File: config.mk
export PLATFORM = sky130hd
export DESIGN_NAME = multicycle_ctrl
export DESIGN_NICKNAME = d
export VERILOG_FILES = /design/src/rtl/cpu_ctrl_pkg.sv /design/src/rtl/ctrl_decode.sv /design/src/rtl/multicycle_ctrl.sv
export SDC_FILE = /design/constraint.sdc
export NUM_CORES = 1
export LEC_CHECK = 0
export ABC_CLOCK_PERIOD_IN_PS = 1500
export CAP_MARGIN = 20
export CORE_MARGIN = 2
export CORE_UTILIZATION = 30
export DETAILED_ROUTE_END_ITERATION = 6
export HOLD_SLACK_MARGIN = 0.06
export PLACE_DENSITY = 0.56
export SYNTH_ARGS = -nofsm -noshare
export SYNTH_HDL_FRONTEND = slang
export SYNTH_SLANG_ARGS = --single-unit
File: constraint.sdc
create_clock -name clk -period 1.5 [get_ports clk]
set_input_delay 0.15 -clock clk [delete_from_list [all_inputs] [get_ports clk]]
set_output_delay 0.15 -clock clk [all_outputs]
set_load 0.1 [all_outputs]
File: src/rtl/cpu_ctrl_pkg.sv
// cpu_ctrl_pkg: shared constants for the multicycle control unit.
// State codes, opcode constants and the encodings of pc_src, reg_dst and
// com_format. All opcode constants are on the low 6 opcode bits.
package cpu_ctrl_pkg;

  // FSM state codes (also visible on the debug state port)
  localparam logic [2:0] ST_FETCH  = 3'd0;
  localparam logic [2:0] ST_DECODE = 3'd1;
  localparam logic [2:0] ST_EXEC   = 3'd2;
  localparam logic [2:0] ST_MEM    = 3'd3;
  localparam logic [2:0] ST_WB     = 3'd4;
  localparam logic [2:0] ST_FAULT  = 3'd7;

  // Opcodes
  localparam logic [5:0] OP_RTYPE = 6'b000000;
  localparam logic [5:0] OP_J     = 6'b000010;
  localparam logic [5:0] OP_BEQ   = 6'b000100;
  localparam logic [5:0] OP_ADDI  = 6'b001000;
  localparam logic [5:0] OP_SLTI  = 6'b001010;
  localparam logic [5:0] OP_LW    = 6'b100011;
  localparam logic [5:0] OP_SW    = 6'b101011;

  // pc_src encodings
  localparam logic [1:0] PC_SRC_SEQ    = 2'b00;
  localparam logic [1:0] PC_SRC_JUMP   = 2'b01;
  localparam logic [1:0] PC_SRC_BRANCH = 2'b10;

  // reg_dst encodings
  localparam logic [1:0] REG_DST_RD  = 2'b00;
  localparam logic [1:0] REG_DST_RT  = 2'b01;
  localparam logic [1:0] REG_DST_IMM = 2'b10;

  // com_format encodings
  localparam logic [1:0] FMT_R = 2'b00;
  localparam logic [1:0] FMT_I = 2'b01;
  localparam logic [1:0] FMT_J = 2'b10;

endpackage

File: src/rtl/ctrl_decode.sv
// ctrl_decode: purely combinational decode of the latched opcode op_q.
// Ports:
//   op_q       in   latched opcode (OPW bits, only low 6 bits are defined)
//   com_format out  instruction format class
//   op_sel     out  ALU operation
//   ext_sel    out  1 = sign extend immediate
//   b_src      out  1 = immediate on ALU B
//   reg_dst    out  destination register select
//   wb_src     out  1 = memory data to register file
//   is_lw/is_sw/is_j/is_beq  out  opcode class flags for the FSM
// Opcodes with any bit above bit 5 set are illegal and decode as a plain
// format-00 register operation.
module ctrl_decode
  import cpu_ctrl_pkg::*;
#(
  parameter int OPW    = 6,
  parameter int OPSELW = 4
) (
  input  logic [OPW-1:0]    op_q,
  output logic [1:0]        com_format,
  output logic [OPSELW-1:0] op_sel,
  output logic              ext_sel,
  output logic              b_src,
  output logic [1:0]        reg_dst,
  output logic              wb_src,
  output logic              is_lw,
  output logic              is_sw,
  output logic              is_j,
  output logic              is_beq
);

  logic [5:0] op;
  logic       legal;

  assign op = op_q[5:0];

  generate
    if (OPW > 6) begin : g_wide
      assign legal = ~|op_q[OPW-1:6];
    end else begin : g_narrow
      assign legal = 1'b1;
    end
  endgenerate

  assign is_lw  = legal && (op == OP_LW);
  assign is_sw  = legal && (op == OP_SW);
  assign is_j   = legal && (op == OP_J);
  assign is_beq = legal && (op == OP_BEQ);

  always_comb begin
    com_format = FMT_R;
    op_sel     = '0;
    ext_sel    = 1'b0;
    b_src      = 1'b0;
    reg_dst    = REG_DST_RT;
    wb_src     = 1'b0;
    if (legal) begin
      if (op[5] || op[3] || op[2] || (op[1:0] == 2'b01)) begin
        com_format = FMT_I;
      end else if (op[5:1] == 5'b00001) begin
        com_format = FMT_J;
      end

      if (com_format == FMT_I) begin
        op_sel = OPSELW'(op[3:0]);
      end
      // memory and branch ops need a fixed ALU function, not their low bits
      if (op == OP_SW) begin
        op_sel = OPSELW'(4'b1011);
      end else if (op == OP_LW) begin
        op_sel = OPSELW'(4'b1010);
      end else if (op == OP_BEQ) begin
        op_sel = OPSELW'(4'b0010);
      end

      b_src   = op[3] && (op != OP_BEQ);
      ext_sel = (op == OP_ADDI) || (op == OP_SLTI);

      if (op[3]) begin
        reg_dst = REG_DST_IMM;
      end
      if ((op == 6'b000001) || (op[5:1] == 5'b00001)) begin
        reg_dst = REG_DST_RD;
      end

      wb_src = (op == OP_LW);
    end
  end

endmodule

File: src/rtl/multicycle_ctrl.sv
// multicycle_ctrl: multicycle CPU control FSM.
// Sequences each instruction through FETCH, DECODE, EXEC, MEM and WB.
// Memory phases (FETCH, MEM) wait on mem_ready; a bounded wait counter moves
// the core into a sticky FAULT state if memory hangs.
// Ports:
//   clk, rst            clock, synchronous active-high reset
//   opcode              opcode from the instruction register (latched in DECODE)
//   zero                ALU zero flag (used by BEQ in EXEC)
//   mem_ready           memory completes the current access this cycle
//   ir_write, pc_write  register load enables
//   pc_src, reg_dst, reg_write, ext_sel, op_sel, b_src  datapath selects
//   mem_read, mem_write memory strobes
//   wb_src, com_format  write-back select, format class
//   instr_done          pulse on the final cycle of an instruction
//   fault               sticky memory timeout flag
//   state               current state (debug)
// All outputs are forced to zero while rst is high.
module multicycle_ctrl
  import cpu_ctrl_pkg::*;
#(
  parameter int OPW      = 6,
  parameter int OPSELW   = 4,
  parameter int WAIT_MAX = 15
) (
  input  logic              clk,
  input  logic              rst,
  input  logic [OPW-1:0]    opcode,
  input  logic              zero,
  input  logic              mem_ready,
  output logic              ir_write,
  output logic              pc_write,
  output logic [1:0]        pc_src,
  output logic [1:0]        reg_dst,
  output logic              reg_write,
  output logic              ext_sel,
  output logic [OPSELW-1:0] op_sel,
  output logic              b_src,
  output logic              mem_read,
  output logic              mem_write,
  output logic              wb_src,
  output logic [1:0]        com_format,
  output logic              instr_done,
  output logic              fault,
  output logic [2:0]        state
);

  localparam int WCW = $clog2(WAIT_MAX + 1);

  logic [2:0]     state_reg, state_next;
  logic [OPW-1:0] op_q;
  logic [WCW-1:0] wcnt_reg, wcnt_next;
  logic           fault_reg, fault_next;

  logic [1:0]        d_com_format, d_reg_dst;
  logic [OPSELW-1:0] d_op_sel;
  logic              d_ext_sel, d_b_src, d_wb_src;
  logic              is_lw, is_sw, is_j, is_beq;

  logic       mem_phase, timeout;
  logic       ir_write_c, pc_write_c, reg_write_c;
  logic       mem_read_c, mem_write_c, instr_done_c;
  logic [1:0] pc_src_c;

  ctrl_decode #(
    .OPW    (OPW),
    .OPSELW (OPSELW)
  ) u_decode (
    .op_q       (op_q),
    .com_format (d_com_format),
    .op_sel     (d_op_sel),
    .ext_sel    (d_ext_sel),
    .b_src      (d_b_src),
    .reg_dst    (d_reg_dst),
    .wb_src     (d_wb_src),
    .is_lw      (is_lw),
    .is_sw      (is_sw),
    .is_j       (is_j),
    .is_beq     (is_beq)
  );

  assign mem_phase = (state_reg == ST_FETCH) || (state_reg == ST_MEM);
  // a ready in the last allowed cycle still completes normally
  assign timeout   = mem_phase && !mem_ready && (wcnt_reg == WCW'(WAIT_MAX - 1));

  always_comb begin
    state_next   = state_reg;
    ir_write_c   = 1'b0;
    pc_write_c   = 1'b0;
    pc_src_c     = PC_SRC_SEQ;
    reg_write_c  = 1'b0;
    mem_read_c   = 1'b0;
    mem_write_c  = 1'b0;
    instr_done_c = 1'b0;

    // counter is zero whenever a memory phase is entered, so it only needs
    // to count inside FETCH/MEM while ready is low
    wcnt_next = '0;
    if (mem_phase && !mem_ready) begin
      wcnt_next = wcnt_reg + 1'b1;
    end

    case (state_reg)
      ST_FETCH: begin
        mem_read_c = 1'b1;
        if (mem_ready) begin
          ir_write_c = 1'b1;
          pc_write_c = 1'b1;
          state_next = ST_DECODE;
        end else if (timeout) begin
          state_next = ST_FAULT;
        end
      end
      ST_DECODE: begin
        state_next = ST_EXEC;
      end
      ST_EXEC: begin
        if (is_j) begin
          pc_write_c   = 1'b1;
          pc_src_c     = PC_SRC_JUMP;
          instr_done_c = 1'b1;
          state_next   = ST_FETCH;
        end else if (is_beq) begin
          pc_write_c   = zero;
          pc_src_c     = zero ? PC_SRC_BRANCH : PC_SRC_SEQ;
          instr_done_c = 1'b1;
          state_next   = ST_FETCH;
        end else if (is_lw || is_sw) begin
          state_next = ST_MEM;
        end else begin
          state_next = ST_WB;
        end
      end
      ST_MEM: begin
        mem_read_c  = is_lw;
        mem_write_c = is_sw;
        if (mem_ready) begin
          if (is_sw) begin
            instr_done_c = 1'b1;
            state_next   = ST_FETCH;
          end else begin
            state_next = ST_WB;
          end
        end else if (timeout) begin
          state_next = ST_FAULT;
        end
      end
      ST_WB: begin
        reg_write_c  = 1'b1;
        instr_done_c = 1'b1;
        state_next   = ST_FETCH;
      end
      ST_FAULT: begin
        state_next = ST_FAULT;
      end
      default: begin
        state_next = ST_FETCH;
      end
    endcase

    fault_next = fault_reg || (state_next == ST_FAULT);
  end

  always_ff @(posedge clk) begin
    if (rst) begin
      state_reg <= ST_FETCH;
      op_q      <= '0;
      wcnt_reg  <= '0;
      fault_reg <= 1'b0;
    end else begin
      state_reg <= state_next;
      wcnt_reg  <= wcnt_next;
      fault_reg <= fault_next;
      if (state_reg == ST_DECODE) begin
        op_q <= opcode;
      end
    end
  end

  assign ir_write   = !rst && ir_write_c;
  assign pc_write   = !rst && pc_write_c;
  assign pc_src     = rst ? 2'b00 : pc_src_c;
  assign reg_write  = !rst && reg_write_c;
  assign mem_read   = !rst && mem_read_c;
  assign mem_write  = !rst && mem_write_c;
  assign instr_done = !rst && instr_done_c;
  assign fault      = !rst && fault_reg;
  assign state      = rst ? 3'b000 : state_reg;
  assign reg_dst    = rst ? 2'b00 : d_reg_dst;
  assign ext_sel    = !rst && d_ext_sel;
  assign op_sel     = rst ? '0 : d_op_sel;
  assign b_src      = !rst && d_b_src;
  assign wb_src     = !rst && d_wb_src;
  assign com_format = rst ? 2'b00 : d_com_format;

endmodule

==> summary.md, run 1 <==
| Metric | Value |
|---|---|
| Outcome | `finished with violations` |
| Violated checks | `setup timing` |
| CTS Buffer Depth | `2` |
| Crit path max fanout | `2` |
| Num ports | `33` |
| Syn Nets | `139` |
| Hold path depth | `3` |
| Final worst slack | `-0.6257 ns` |
| Register clock-pin slew on the reported worst setup and hold paths | `0.08 ns` |
| Max reg flops | `6` |
| Vias in the first global route | `1146` |
| Power per cell area | `869.0 nW/um2` |
| Initial Util | `0.3183` |
| # fillers | `221` |
| Clock skew | `0.01052 ns` |
| Placer Congestion | `0.8880` |
| FF/Latch Area | `291.5 um2` |
| Clk Latency, worst-skew pair | `0.28 ns` |
| Fin nets | `214` |
| Row count | `20` |
| Ant diodes | `0` |
| CTS tree | `done` |
| Hold endpoint | `op_q[3]` |
| Tot GR Track Use | `0.1914` |
| Top cell type by total area after synthesis | `dfxtp_1` |
| Crit path arrival time | `1.98 ns` |
| Crit share post-route | `1.417` |
| Synthesized area | `979.7 um2` |
| Ys async rst share | `0` |
| CP startpoint kind | `flop` |
| Post-DP HPWL | `2513 um` |
| Core footprint | `3078 um2` |
| Initial antenna violation count | `0` |
| TritonRoute pass-1 iters | `4` |
| VDD IR max | `0.5461 mV` |
| Port bufs | `32` |
| Minimum clock period | `2.126 ns` |
| Most frequent cell after synthesis | `nor2_1` |
| Seq/Total Area, Yosys | `0.2861` |
| Global route total overflow | `0` |
| Worst-Margin Slew | `0.2743 ns` |
| Reg2Reg Setup Slack | `-0.24 ns` |
| Die Ht | `61.15 um` |
| Static leakage | `0.8955 nW` |
| Crit Reg-Reg Endpoint | `fault_reg` |
| Worst slew margin | `0.8172` |
| Unrepaired setup endpoints after global routing | `yes` |
| DRT Wirelength | `3435 um` |
| Distinct cell type count after synthesis | `42` |
| Worst hold path type | `input port to flop` |
| Top cell type's share of synthesized area | `0.2861` |
| Largest net degree at the start of global routing | `11` |
| Max cap viols | `0` |
| Die W | `61.15 um` |
| Min-delay src | `rst` |
| Remaining DRCs | `0` |
| EDFF count, synth | `0` |
| Routed WL per cell | `14.02 um` |
| Synth top area cells | `dfxtp_1 29%, nor2_1 10%, a21oi_1 5.6%, mux2i_1 5.1%, inv_1 3.1%` |
| Worst Setup End Kind | `output pin` |
| FMAX | `470.4 MHz` |
| CTS Buf Count | `3` |
| Global-route wire length before repair | `5285 um` |
| Critical path required time | `1.35 ns` |
| Via count | `1187` |
| DR iter-0 viols | `31` |
| Max-slew violations | `0` |
| Synthesized area per cell | `7.714 um2` |
| Hold Fails Final Rpt | `0` |
| Final ANT Viol Nets | `0` |
| Die area | `3739 um2` |
| Layout cells sized above 1 | `0.6567` |
| FF+latch count, synth | `14` |
| Reg2Reg Depth | `9` |
| Predominant post-synthesis flop cell | `dfxtp_1` |
| TritonCTS Sinks | `14` |
| Root Driver | `clkbuf_4` |
| Reg2reg start | `op_q[5]` |
| Crit Path Class | `flop to output pin` |
| Syn Inst Count | `127` |
| DR vias/cell | `4.845` |
| Area Overhead vs Synth | `130.3%` |
| Util after Layout | `0.7329` |
| Yosys warns | `0` |
| Area occupied by multi-input gates | `887.1 um2` |
| Setup Viol. Count Final | `21` |
| Post-synth top cells | `27 x nor2_1, 14 x dfxtp_1, 11 x a21oi_1` |
| Hold Slack | `0.2958 ns` |
| CTS H-tree lvls | `1` |
how the worst max path moves through the flow:
stage	startpoint	endpoint	slack (ns)	depth (start not counted)
2_1_floorplan	op_q[3]	instr_done	-1.04	5
3_3_place_gp	op_q[5]	instr_done	-0.27	6
3_5_place_dp	op_q[5]	instr_done	-0.28	6
4_1_cts	op_q[5]	instr_done	-0.59	6
5_1_grt	op_q[5]	instr_done	-0.72	6
6_report	op_q[5]	pc_write	-0.63	6
kinds of logic after synthesis:
| kind of cell | after synthesis | synth area share |
|---|---|---|
| fa+ha+maj | 2 | 0.02554 |
| simple gates | 57 | 0.3231 |
| xor+xnor | 3 | 0.02682 |
| mux | 6 | 0.06258 |
| compound gates | 26 | 0.1737 |
| flops | 14 | 0.2861 |
| buf+inv | 19 | 0.1022 |
per-stage QoR:
step | setup TNS, ns | instance area (um2) | instances | setup WS, ns | total power (W)
2_1_floorplan | -6.784 | 1175 | 127 | -1.042 | 0.001173
3_3_place_gp | -2.037 | 1988 | 232 | -0.2696 | 0.001542
3_5_place_dp | -2.303 | 1988 | 232 | -0.2829 | 0.001557
4_1_cts | -6.107 | 2198 | 244 | -0.5871 | 0.001923
5_1_grt | -7.973 | 2256 | 245 | -0.7230 | 0.002054
6_report | -6.382 | 2256 | 245 | -0.6257 | 0.001960
routing by layer:
metal	up-vias	share of wire	track usage
met2	38	0.51	0.3191
met1	553	0.44	0.2558
met3	9	0.036	0.02311
met5	-	0	0
met4	0	0.020	0.06522
li1	587	-	-
power by group:
part | internal (W) | switching, W
Clock | 0.000148 | 0.000122
Combinational | 0.000538 | 0.000697
Sequential | 0.000413 | 0.0000433
Total | 0.00110 | 0.000862
critical path, cell delays in order, from the launching register on:
cell and delay [ns]:
dfxtp_2 0.32, or4_4 0.55, nor3b_4 0.27, nand2_2 0.10
a21oi_2 0.15, or2_4 0.14, buf_12 0.16
cells in the final DEF (no fill, tap or decap), types with 2 or more instances in the layout:
| master | count |
|---|---|
| clkbuf_4 | 3 |
| nand3_1 | 2 |
| inv_1 | 6 |
| nand2_1 | 3 |
| clkdlybuf4s50_1 | 8 |
| buf_12 | 23 |
| nor3b_4 | 4 |
| dfxtp_1 | 5 |
| xor2_1 | 2 |
| a21oi_1 | 5 |
| a21oi_4 | 3 |
| dfxtp_2 | 9 |
| or2_4 | 2 |
| a31oi_1 | 3 |
| and3_2 | 2 |
| mux2i_1 | 5 |
| buf_4 | 39 |
| a21oi_2 | 3 |
| nor2_1 | 17 |
| inv_4 | 2 |
| buf_6 | 10 |
| nor2_4 | 10 |
| nor3_4 | 5 |
| ha_1 | 2 |
| o21ai_0 | 2 |
| o211a_1 | 2 |
| or3_4 | 2 |
cell type report:
| class | instances | area share |
|---|---|---|
| inverter | 8 | 0.01553 |
| clock buffer | 4 | 0.01608 |
| multi-input combinational | 94 | 0.3932 |
| sequential | 14 | 0.1292 |
| tap | 44 | 0.02440 |
| timing repair buffer | 81 | 0.4215 |
repair_timing:
| item | in CTS | in global routing |
|---|---|---|
| resized for setup | 31 | 16 |
| setup endpoints to repair | 21 | 23 |
| hold buffers | 0 | 0 |
| setup buffers | 8 | 3 |
| pin swaps | 7 | 12 |
No activity file was read; power rests on OpenSTA's default activity.
==> run 2, diff against run 1 <==
--- a/config.mk
+++ b/config.mk
@@ -5,13 +5,13 @@
 export SDC_FILE = /design/constraint.sdc
 export NUM_CORES = 1
 export LEC_CHECK = 0
-export ABC_CLOCK_PERIOD_IN_PS = 1500
+export ABC_CLOCK_PERIOD_IN_PS = 2200
 export CAP_MARGIN = 20
 export CORE_MARGIN = 2
 export CORE_UTILIZATION = 30
 export DETAILED_ROUTE_END_ITERATION = 6
 export HOLD_SLACK_MARGIN = 0.06
-export PLACE_DENSITY = 0.56
+export PLACE_DENSITY = 0.54
 export SYNTH_ARGS = -nofsm -noshare
 export SYNTH_HDL_FRONTEND = slang
 export SYNTH_SLANG_ARGS = --single-unit
==> constraint.sdc (replaced) <==
create_clock -name clk -period 2.2 [get_ports clk]
set_input_delay 0.22 -clock clk [delete_from_list [all_inputs] [get_ports clk]]
set_output_delay 0.22 -clock clk [all_outputs]
set_load 0.1 [all_outputs]
==> run 2 against run 1 <==
  * The flow now finishes without violations
  * Routed wire length decreased by 23%
  * Final cell count is 17% lower
  * Core utilization is 17 points lower
  * Sequential share of layout area rose by 3.7 points
  * Critical path depth is the same
  * Die area did not move
  * Worst setup slack better by 0.63 ns
  * Clock power down 32%
  * Via count fell by 17%
  * Count of clock-buffer cells in the layout did not move
  * Largest cell class is now multi-input combinational cells
  * Largest power group unchanged
  * Highest routed layer unchanged
==> summary.md, run 2 (synthesis results as in run 1) <==
| Metric | Value |
|---|---|
| Critical path required time | `1.98 ns (+0.63 ns)` |
| Crit share post-route | `0.9966` |
| TritonRoute pass-1 iters | `4 (unchanged)` |
| Delay-heaviest family, CP | `simple AND/OR/NAND/NOR gates` |
| Slowest stage delay, CP | `0.53 ns (-0.02 ns)` |
| Sw Share | `0.4520 (+0.01210)` |
| Max-slew violations | `0 (unchanged)` |
| Fin cells | `204 (-17%)` |
| Via count | `991 (-17%)` |
| Static leakage | `0.6667 nW (-26%)` |
| Clk Latency, worst-skew pair | `0.27 ns (about the same)` |
| Most common cell after layout, fill and taps aside | `nor2_1` |
| Worst slew margin | `0.6199 (-0.1972)` |
| Die area | `3739 um2 (unchanged)` |
| DR iter-0 viols | `19 (-39%)` |
| Hold Buf Count CTS | `0 (unchanged)` |
| Setup Viol. Count Final | `0 (-100%)` |
| Register share of total power | `0.295 (+0.062)` |
| VDD IR max | `0.3378 mV (-38%)` |
| Initial antenna violation count | `0 (unchanged)` |
| Reg2Reg Setup Slack | `0.51 ns (+0.75 ns)` |
| Global-route wire length before repair | `4636 um (-12%)` |
| WL met3 | `93 um (-24%)` |
| Hold Fails Final Rpt | `0 (unchanged)` |
| Max cap viols | `0 (unchanged)` |
| Die W | `61.15 um (unchanged)` |
| Worst-Margin Slew | `0.5693 ns (+0.2951 ns)` |
| Hold path depth | `1 (-2)` |
| Commonest cells after routing, fill and taps aside | `24 x nor2_1, 23 x buf_12, 10 x dfxtp_1` |
| Initial Util | `0.3183 (unchanged)` |
| Root Driver | `clkbuf_4` |
| Ant diodes | `0 (unchanged)` |
| Outcome | `finished, final reports clean` |
| CTS tree | `done` |
| DR top layer | `met4` |
| Reg2reg start | `wcnt_reg[0]` |
| Pint | `0.0006159 W (-44%)` |
| Die Ht | `61.15 um (unchanged)` |
| Tot GR Track Use | `0.1656 (-0.02583)` |
| Final worst slack | `0.007407 ns (+0.6331 ns)` |
| Clock power share | `0.164 (+0.027)` |
| Global route total overflow | `0 (unchanged)` |
| Critical-path cell list | `or4_4 -> nand2b_4 -> nor3_4 -> a21oi_2 -> o31ai_4 -> buf_12` |
| Total Power | `0.001124 W (-43%)` |
| Unrepaired setup endpoints after global routing | `yes` |
| Hold endpoint | `wcnt_reg[0]` |
| Max reg flops | `6 (unchanged)` |
| Crit Path Class | `flop to output pin` |
| Util after Layout | `0.5589 (-0.1740)` |
| Port bufs | `32 (unchanged)` |
| CP startpoint kind | `flop` |
| Largest net degree at the start of global routing | `14 (+3)` |
| Num ports | `33 (unchanged)` |
| Combinational share of power | `0.542 (-0.088)` |
| DRT Wirelength | `2650 um (-23%)` |
| Post-DP HPWL | `2024 um (-19%)` |
| Sw power | `0.0005080 W (-41%)` |
| Met2 wire length | `1287 um (-26%)` |
| Fin nets | `173 (-19%)` |
| CTS Buffer Depth | `2 (unchanged)` |
| Placer Congestion | `0.9269 (+4.4%)` |
| CP bufs+invs | `1 (unchanged)` |
| Crit Reg-Reg Endpoint | `fault_reg` |
| Placed cell count | `197 (-15%)` |
| Worst Setup End Kind | `output pin` |
| Min-delay src | `wcnt_reg[0]` |
| Vias in the first global route | `1015 (-11%)` |
| Minimum clock period | `2.193 ns` |
| Crit path max fanout | `4 (+2)` |
| Clock skew | `0.001242 ns (-0.009278 ns)` |
| FF/Latch Area | `285.3 um2 (-2.1%)` |
| Area occupied by multi-input gates | `703.2 um2 (-21%)` |
| TritonCTS Sinks | `14 (unchanged)` |
| Crit path arrival time | `1.97 ns (about the same)` |
| Remaining DRCs | `0 (unchanged)` |
| Worst hold path type | `flop to flop` |
| Area Overhead vs Synth | `75.61%` |
| Routed WL per cell | `12.99 um (-7.3%)` |
| Reg2Reg Depth | `7 (-2)` |
| Critical-path top delay cell | `or4_4` |
| Total negative slack | `0 ns (+6.382 ns)` |
| Row count | `20 (unchanged)` |
| Core footprint | `3078 um2 (unchanged)` |
| Setup Slack @ Placement | `0.2077 ns (+0.4906 ns)` |
| Final ANT Viol Nets | `0 (unchanged)` |
| # fillers | `301 (+36%)` |
| M1 WL | `1251 um (-17%)` |
| Register clock-pin slew on the reported worst setup and hold paths | `0.08 ns (about the same)` |
| DR vias/cell | `4.858 (+0.27%)` |
| CTS Buf Count | `3 (unchanged)` |
| Layout cells sized above 1 | `0.4188 (-0.2380)` |
| FMAX | `456.1 MHz` |
| CTS H-tree lvls | `1 (unchanged)` |
| Power per cell area | `653.3 nW/um2 (-25%)` |
==> run 2: changes by cell type in the layout (fill, tap and decap cells not counted), moves of 4 or more <==
cell,before,now
dfxtp_1,5,10
nor2_4,10,2
buf_6,10,0
nor2_1,17,24
buf_4,39,8
dfxtp_2,9,4
nor3_2,1,5
a21oi_1,5,9
nor3_4,5,1
==> run 2: worst max-delay path by stage <==
stage / to / cells past startpoint / start
2_1_floorplan: op_sel[0] / 5 / op_q[3]
3_3_place_gp: pc_write / 6 / op_q[5]
3_5_place_dp: pc_write / 6 / op_q[5]
4_1_cts: instr_done / 6 / op_q[5]
5_1_grt: instr_done / 6 / op_q[5]
6_report: instr_done / 6 / op_q[5]
==> run 2: power groups by stage <==
stage	combinational, W	sequential [W]	clock (W)
finish	0.000609	0.000331	0.000184
global route	0.000640	0.000338	0.000213
CTS	0.000612	0.000329	0.000193
detailed placement	0.000594	0.000331	0
global placement	0.000593	0.000329	0
floorplan	0.000452	0.000297	0
==> run 2: final cells by class <==
cell class,count,area share
Inverter,8,0.01745
Tap cell,44,0.03200
Timing Repair Buffer,40,0.3549
Clock buffer,4,0.02109
Multi-Input combinational cell,94,0.4087
Sequential cell,14,0.1658
==> run 2: per-stage QoR <==
stage | area [um2] | hold slack, ns
floorplan | 1057 | 0.3586
global placement | 1630 | 0.4454
detailed placement | 1630 | 0.4514
CTS | 1718 | 0.4808
global route | 1720 | 0.4991
finish | 1720 | 0.4718
==> run 2: routing by layer <==
metal | vias up | track usage
met3 | 2 | 0.02101
met2 | 24 | 0.2766
met1 | 461 | 0.2168
met4 | 0 | 0.06522
li1 | 504 | -
met5 | - | 0
==> run 2: timing repair <==
item / CTS / global route
endpoints found under the setup margin: 2 / 5
gates resized for setup: 7 / 2
pin swaps: 3 / 2
setup buffers: 3 / 0
==> RTL change, RTL diff (config.mk and constraints of run 1) <==
Reset style: asynchronous (`rst`), changed in one clocked block. Comments in the files are not updated.
--- a/src/rtl/multicycle_ctrl.sv
+++ b/src/rtl/multicycle_ctrl.sv
@@ -160,7 +160,7 @@
     fault_next = fault_reg || (state_next == ST_FAULT);
   end
 
-  always_ff @(posedge clk) begin
+  always_ff @(posedge clk or posedge rst) begin
     if (rst) begin
       state_reg <= ST_FETCH;
       op_q      <= '0;
Check against the original RTL: no difference found for any inputs over 10 cycles, from zero or initial values and one cycle with rst high; that may be too few to reach the edited logic, so the function may still have changed.
==> RTL change against run 1 <==
First-iteration DRC count grew 3.2%; synthesized area grew 5.6%; design area grew 11%; utilization grew 1.8 points; sequential cell count is the same; highest routed layer unchanged; cell count grew 2.4%; the flow still finishes with violations (setup timing); sequential share of layout area grew 1.4 points; wire length grew 21%; worst setup slack gained 250 ps; maximum frequency grew 13%.
Power is not compared: it rests on default switching activity, and its combinational part moved more than twofold at a synthesized area within 25%.
==> RTL change: results (changes against run 1) <==
| Metric | Value |
|---|---|
| Hold Path Class | `in2async` |
| Seq/Total Area, Yosys | `0.339 (+0.0525)` |
| Layout net count | `218 (+1.9%)` |
| Drt via density | `5.05 (+4.2%)` |
| Asr flop ratio synth | `1.00 (+1.00)` |
| Largest cells by area after synthesis | `dfrtp_1 34%, nor2_1 6.5%, mux2_2 6.5%, nor2b_1 3.0%, nor3_1 2.9%` |
| List of most frequent post-synthesis cells | `18 x nor2_1, 14 x dfrtp_1, 6 x mux2_2, 6 x nor3_1, 6 x o21ai_0` |
| # setup viols final | `27 (+29%)` |
| Failing checks | `setup timing` |
| Final GP Congestion | `0.866 (-2.5%)` |
| Routed wire length | `4150 um (+21%)` |
| Post-detail-place hpwl | `2830 um (+13%)` |
| Syn_nets | `133 (-4.3%)` |
| Pre-CTS setup slack | `-184 ps (+98.6 ps)` |
| Share of layout cells above drive strength 1 | `0.702 (+0.0457)` |
| Layout Cells excl Fill | `251 (+2.4%)` |
| Setup TNS | `-5450 ps (+929 ps)` |
| FF/Latch Area | `359 um2 (+23%)` |
| Placed instance area | `2190 um2 (+10%)` |
| Total track usage | `0.220 (+0.0287)` |
| Clock transition at the registers of the reported paths | `90 ps` |
| Max IR drop VDD | `1280 uV` |
| Largest net degree at the start of global routing | `15 (+4)` |
| Skew final | `8.07 ps (-2.45 ps)` |
| Dpl cells | `234 (+0.86%)` |
| Crit path DAT | `1730 ps (-250 ps)` |
| Cell variety after synth | `46 (+9.5%)` |
| Port-buffer cells | `32 (unchanged)` |
| Power in combinational cells | `4.41 mW` |
| Worst Tran Pin Value | `295 ps (+21.0 ps)` |
| Initial DRC count | `32 (+3.2%)` |
| Syn Inst Count | `121 (-4.7%)` |
| Vias in the first global route | `1,397 (+22%)` |
| First-pass GRT wire length | `6760 um (+28%)` |
| Fin worst setup slack | `-376 ps (+250 ps)` |
| Outcome | `complete, but fails checks` |
| Fillers | `223 (+0.90%)` |
| Maximum fanout along the worst path | `5 (+3)` |
## RTL change: changes by cell type in the layout (fill, tap and decap cells not counted), moves of 7 or more
cell     before  now
nor2_1       17   10
dfrtp_2       0    7
dfrtp_1       0    7
dfxtp_2       9    0
## RTL change: per-layer routing
| layer | vias to the layer above | routed length [um] | global-route usage |
|---|---|---|---|
| met1 | 615 | 1800 | 0.266 |
| li1 | 605 | - | - |
| met2 | 35 | 2140 | 0.388 |
| met5 | - | 0 | 0 |
| met4 | 0 | 104 | 0.106 |
| met3 | 12 | 102 | 0.0252 |
## RTL change: critical path, cell delays in order, from the launching register on
cell and delay (ps):
dfrtp_2 480, nor4_4 330, o211a_1 210, o21ai_2 90, a21oi_4 150, buf_12 190
## RTL change: timing repair
| item | CTS | global route |
|---|---|---|
| setup endpoints to repair | 25 | 30 |
| pin swaps | 19 | 11 |
| resized for setup | 26 | 20 |
| setup buffers | 10 | 5 |
| gates cloned | 0 | 0 |
## RTL change: path summary, 6_finish.rpt
check,start,to,slack (ps),cells after the start
setup / recovery,op_q[3],instr_done,-380,5
hold / removal,rst,fault_reg,190,4
setup reg to reg,state_reg[0],op_q[3],-140,6
hold reg to reg,wcnt_reg[0],wcnt_reg[0],540,2
max in group asynchronous,rst,op_q[0],1120,4
min in group clk,opcode[0],op_q[0],480,2
## RTL change: cell type report
type                       instances  share of cell area
clock buffer                       4              0.0105
inverter                           4             0.00799
multi-input combinational         96               0.405
sequential                        14               0.143
tap                               46              0.0230
timing repair buffer              87               0.410
## RTL change: cells by family after synthesis
group           synth area share
simple gates               0.337
compound gates             0.168
flops                      0.339
buf+inv                   0.0496
mux                       0.0653
xor+xnor                  0.0169
fa+ha+maj                 0.0242
